[src/rtl/rob_param.sv]
// rob_param: parametrised reorder buffer, in-order retire, CDB capture, 2 lookup ports.
// Define ROB_FLUSH_EN to add the flush/flush_tag squash ports.
module rob_param #(
    parameter int DEPTH  = 8,
    parameter int TAG_W  = $clog2(DEPTH),
    parameter int DATA_W = 16,
    parameter int REG_W  = 4
) (
    input  logic              clk1,
    input  logic              rst,
    input  logic              alloc_valid,
    input  logic [REG_W-1:0]  alloc_dest,
    output logic              alloc_ready,
    output logic [TAG_W-1:0]  alloc_tag,
    input  logic              wb_valid,
    input  logic [TAG_W-1:0]  wb_tag,
    input  logic [DATA_W-1:0] wb_data,
    input  logic [TAG_W-1:0]  lk_tag0,
    input  logic [TAG_W-1:0]  lk_tag1,
    output logic              lk_ready0,
    output logic              lk_ready1,
    output logic [DATA_W-1:0] lk_data0,
    output logic [DATA_W-1:0] lk_data1,
`ifdef ROB_FLUSH_EN
    input  logic              flush,
    input  logic [TAG_W-1:0]  flush_tag,
`endif
    output logic              commit_valid,
    output logic [REG_W-1:0]  commit_dest,
    output logic [DATA_W-1:0] commit_data,
    output logic [TAG_W-1:0]  commit_tag,
    output logic [TAG_W:0]    count,
    output logic              empty,
    output logic              full
);
    logic [DEPTH-1:0]  r_busy, r_rdy;
    logic [REG_W-1:0]  r_dest [DEPTH];
    logic [DATA_W-1:0] r_data [DEPTH];
    logic [TAG_W-1:0]  r_head, r_tail;
    logic [TAG_W:0]    r_count;
    logic              w_commit, w_alloc, w_flush;
    logic [DEPTH-1:0]  w_kill;
    logic [TAG_W-1:0]  w_ftail;
    logic [TAG_W:0]    w_fcnt;

    assign count       = r_count;
    assign full        = r_count == (TAG_W+1)'(DEPTH);
    assign empty       = r_count == '0;
    assign alloc_ready = !full;
    assign alloc_tag   = r_tail;
    assign w_commit    = r_busy[r_head] && r_rdy[r_head];
    assign w_alloc     = alloc_valid && alloc_ready && !w_flush;

`ifdef ROB_FLUSH_EN
    logic [TAG_W-1:0] w_off;
    assign w_off   = flush_tag - r_head;
    assign w_flush = flush && ({1'b0, w_off} < r_count);
    assign w_ftail = flush_tag + 1'b1;
    assign w_fcnt  = {1'b0, w_off} + 1'b1;
    // Entries strictly younger than flush_tag, measured as age from head, are squashed.
    for (genvar g = 0; g < DEPTH; g++) begin : g_kill
        logic [TAG_W-1:0] w_age;
        assign w_age     = TAG_W'(g) - r_head;
        assign w_kill[g] = w_flush && (w_age > w_off) && ({1'b0, w_age} < r_count);
    end
`else
    assign w_flush = 1'b0;
    assign w_ftail = '0;
    assign w_fcnt  = '0;
    assign w_kill  = '0;
`endif

    // Stored value wins; otherwise forward a same-cycle CDB broadcast.
    assign lk_ready0 = r_busy[lk_tag0] && (r_rdy[lk_tag0] || (wb_valid && wb_tag == lk_tag0));
    assign lk_ready1 = r_busy[lk_tag1] && (r_rdy[lk_tag1] || (wb_valid && wb_tag == lk_tag1));
    assign lk_data0  = !lk_ready0 ? '0 : r_rdy[lk_tag0] ? r_data[lk_tag0] : wb_data;
    assign lk_data1  = !lk_ready1 ? '0 : r_rdy[lk_tag1] ? r_data[lk_tag1] : wb_data;

    always_ff @(posedge clk1) begin
        if (rst) begin
            r_busy       <= '0;
            r_rdy        <= '0;
            r_head       <= '0;
            r_tail       <= '0;
            r_count      <= '0;
            commit_valid <= 1'b0;
            commit_dest  <= '0;
            commit_data  <= '0;
            commit_tag   <= '0;
        end else begin
            for (int i = 0; i < DEPTH; i++) begin
                if (wb_valid && wb_tag == TAG_W'(i) && r_busy[i] && !w_kill[i]) begin
                    r_data[i] <= wb_data;
                    r_rdy[i]  <= 1'b1;
                end
                if (w_kill[i] || (w_commit && r_head == TAG_W'(i)))
                    r_busy[i] <= 1'b0;
            end
            if (w_alloc) begin
                r_busy[r_tail] <= 1'b1;
                r_rdy[r_tail]  <= 1'b0;
                r_dest[r_tail] <= alloc_dest;
            end
            commit_valid <= w_commit;
            if (w_commit) begin
                commit_dest <= r_dest[r_head];
                commit_data <= r_data[r_head];
                commit_tag  <= r_head;
                r_head      <= r_head + 1'b1;
            end
            r_tail  <= w_flush ? w_ftail : r_tail + TAG_W'(w_alloc);
            r_count <= (w_flush ? w_fcnt : r_count + (TAG_W+1)'(w_alloc)) - (TAG_W+1)'(w_commit);
        end
    end
endmodule

[config.mk]
export PLATFORM = sky130hd
export DESIGN_NAME = rob_param
export DESIGN_NICKNAME = d
export VERILOG_FILES = /design/src/rtl/rob_param.sv
export SDC_FILE = /design/constraint.sdc
export NUM_CORES = 1
export LEC_CHECK = 0
export CAP_MARGIN = 20
export CORE_MARGIN = 2
export CORE_UTILIZATION = 30
export CTS_CLUSTER_DIAMETER = 30
export DETAILED_ROUTE_END_ITERATION = 16
export HOLD_SLACK_MARGIN = 0.03
export SYNTH_ARGS = -nofsm -noshare
export SYNTH_HDL_FRONTEND = slang
export SYNTH_SLANG_ARGS = --single-unit
[constraint.sdc]
create_clock -name clk1 -period 4 [get_ports clk1]
set_input_delay 0.8 -clock clk1 [delete_from_list [all_inputs] [get_ports clk1]]
set_output_delay 0.8 -clock clk1 [all_outputs]
set_load 0.01 [all_outputs]
==> metrics.txt <==
number of DRC markers in iteration 0 613; pwr dens 489.2 nW/um^2; worst clock skew 0.02567 ns; startpoint of the worst hold path commit_tag[0]; kind of critical path input pin to output port; hold path endpoint commit_tag[0]; peak supply drop ~0.31 mV; design area 14750 sq um; I/O Pins between 100 and 150; initial antenna violation count 0; CP most frequent cell clkdlybuf4s50_1; Tmin final 3.963 ns; Post-synth top flop edfxtp_1; I/O Buffers 100; Setup Fix Bufs, Post-CTS 0; root buf cell clkbuf_16; Slew HR 0.3701; gr usage total 0.1706; LEAKAGE 4.924 nW; Placed Area 12840 sq um; WP buf/inv 3; DR vias/cell 5.440; Reg area 5808 sq um; post-DR wirelength/cell 22.83 um; multi-input logic area 5101 sq um; MaxCap Viol Count 0; H-tree levels 2; Yosys cell types 39; Hold WS 0.4955 ns; largest net degree at the start of global routing 58; # DRC 0; Startpoint Class input pin; clk slew on worst S/H paths 0.04 ns; full die area approximately 40000 sq um; CTS max path bufs 3; Mapped Cells 795; Net Count, Synth about 840; Worst R2R Path Depth 11; slowest CP cell clkdlybuf4s50_1; most area-consuming cells after synthesis edfxtp_1 (43%), mux4_2 (23%), dfxtp_1 (8.9%); Slew @ Worst Pin 0.9448 ns; Power Total around 0.0072 W; r2r setup slk approximately 1.2 ns; r2r startpoint r_busy[7]; hold_buf cts 0; Yosys top cell by area edfxtp_1; Initial Utilization 0.3048; die height 197.1 um; Max stage delay on crit path 0.62 ns; Fillers 3348; Critical R2R Capture count[2]; EDFF count, synth 160; synth warn 0; worst-path fanout max 33; top cell type's share of synthesized area 0.4296; Antenna Nets Post-Route 0; Crit path max-delay family buffers and inverters; cells along the critical path clkdlybuf4s50_1, mux4_2, mux2_2, buf_12, a311oi_1, clkdlybuf4s50_1; Layout Cells excl Fill approximately 1400; TritonCTS clock tree done; Fin. Hold Viols 0; Max Fclk ~250 MHz; top-count cell post-synth edfxtp_1; final wirelength roughly 33000 um; worst hold path class register to register; remaining global-route overflow 0; Final period util 0.9907; post-synthesis async set-or-reset flop share 0; layout cells sized above 1 0.2958; Setup-failing EPs final 0; CP endpoint kind output port; Synth Area per Inst approximately 14 sq um; fin nets just under 1000; status completed; pins over their slew limit 0; worst skew pair latency 0.55 ns; CP required approximately 3.2 ns; Post-synth top cells edfxtp_1 (160), mux4_2 (114), nand2_1 (91); routability cong. 0.7889; DP Cell Count approximately 1300; drt first pass iters 5; mapped cell area 11180 sq um; sequential-to-total area share from yosys stat 0.5191; HPWL after DPL roughly 20000 um; Vias about 7800; Crit path arrival time 3.16 ns; hold path cells 2; Worst path depth 6; # clock sinks 210; TritonCTS Buffers 51; n_diodes 0; final core occ 0.4020; first-pass GRT wire length 49670 um; via count of the first global-routing pass 8094; core area 36700 sq um; synth-to-layout area growth 31.91%; # rows 70; register bit total from synthesis 210; die span in x 197.1 um
[how the worst max path moves through the flow]
| stage | from | end | slack (ns) |
|---|---|---|---|
| 2_1_floorplan | lk_tag1[0] | lk_data1[10] | 0.78 |
| 3_3_place_gp | lk_tag0[2] | lk_data0[5] | -0.26 |
| 3_5_place_dp | lk_tag0[2] | lk_data0[5] | -0.23 |
| 4_1_cts | lk_tag0[2] | lk_data0[15] | -0.006 |
| 5_1_grt | lk_tag0[2] | lk_data0[8] | -0.004 |
| 6_report | lk_tag0[2] | lk_data0[8] | 0.04 |
[power by group]
group	internal, W	switching (W)	total (W)
registers	0.00239	0.0000371	0.00242
clock network	0.00298	0.00128	0.00426
logic	0.000250	0.000282	0.000532
[state kept, by name, summed over array words and instances, names as in the netlist]
| register | cells |
|---|---|
| alloc_tag | 3 |
| commit_data | 16 |
| commit_dest | 4 |
| commit_tag | 3 |
| commit_valid | 1 |
| count | 4 |
| r_busy | 8 |
| r_data | 128 |
| r_dest | 32 |
| r_head | 3 |
| r_rdy | 8 |
[through the flow]
stage	setup TNS (ns)	setup WS (ns)
after floorplan	0	0.7771
after detailed placement	-0.4892	-0.2332
after CTS	-0.006322	-0.006322
after global placement	-0.8070	-0.2618
after global routing	-0.003846	-0.003846
final	0	0.03706
[area by class of cell]
| cell class | instances | area share |
|---|---|---|
| Clock buffer | 66 | 0.09516 |
| Tap cell | 468 | 0.03969 |
| Clock inverter | 29 | 0.02756 |
| Inverter | 18 | 0.004580 |
| Multi-Input combinational cell | 497 | 0.3458 |
| Sequential cell | 210 | 0.3937 |
| Timing Repair Buffer | 140 | 0.09355 |
[tightest hold or removal path: cells and delay by family (launching register included)]
family	cells	cell delay, ns
flops	1	0.32
simple gates	1	0.06
mux	1	0.06
[cells in the final DEF, fill, tap and decap left out, drive strengths merged, types with 2 or more instances in the layout]
cell           instances
buf                   45
mux2i                  6
nand2b                34
xnor2                  8
dfxtp                 50
clkinv                17
nand2                 91
a211oi                 7
nand4                  2
nor4                   5
mux2                  23
clkinvlp               3
and4                   2
and2                   2
a21oi                 56
nor4b                  5
nor2                  28
nor2b                 28
inv                   19
nor3                  15
clkdlybuf4s50         92
nand3                  8
bufinv                 8
dlymetal6s2s           2
a31oi                  6
ha                    14
clkbuf                66
mux4                 114
o21a                   2
a311oi                33
o21ai                  2
edfxtp               160
[layer usage]
metal  up-vias  global-route usage  routed length, um
met5         -                   0                  0
met4         0             0.05959                825
met3        66             0.03056               1945
met2       322              0.2933              16550
met1      3997              0.2168              13280
li1       3383                   -                  -
[cell families after synthesis]
logic type	Yosys count	synth area share
compound gates	109	0.06332
xor+xnor	9	0.007048
simple gates	221	0.09598
flops	210	0.5191
mux	143	0.2624
fa+ha+maj	15	0.01745
buf+inv	88	0.03468
[timing repair]
item / CTS / global route
endpoints found under the setup margin: 9 / 6
resized for setup: 11 / 6
pin swaps: 0 / 2
Note: power is estimated with default switching activity, not from simulation.
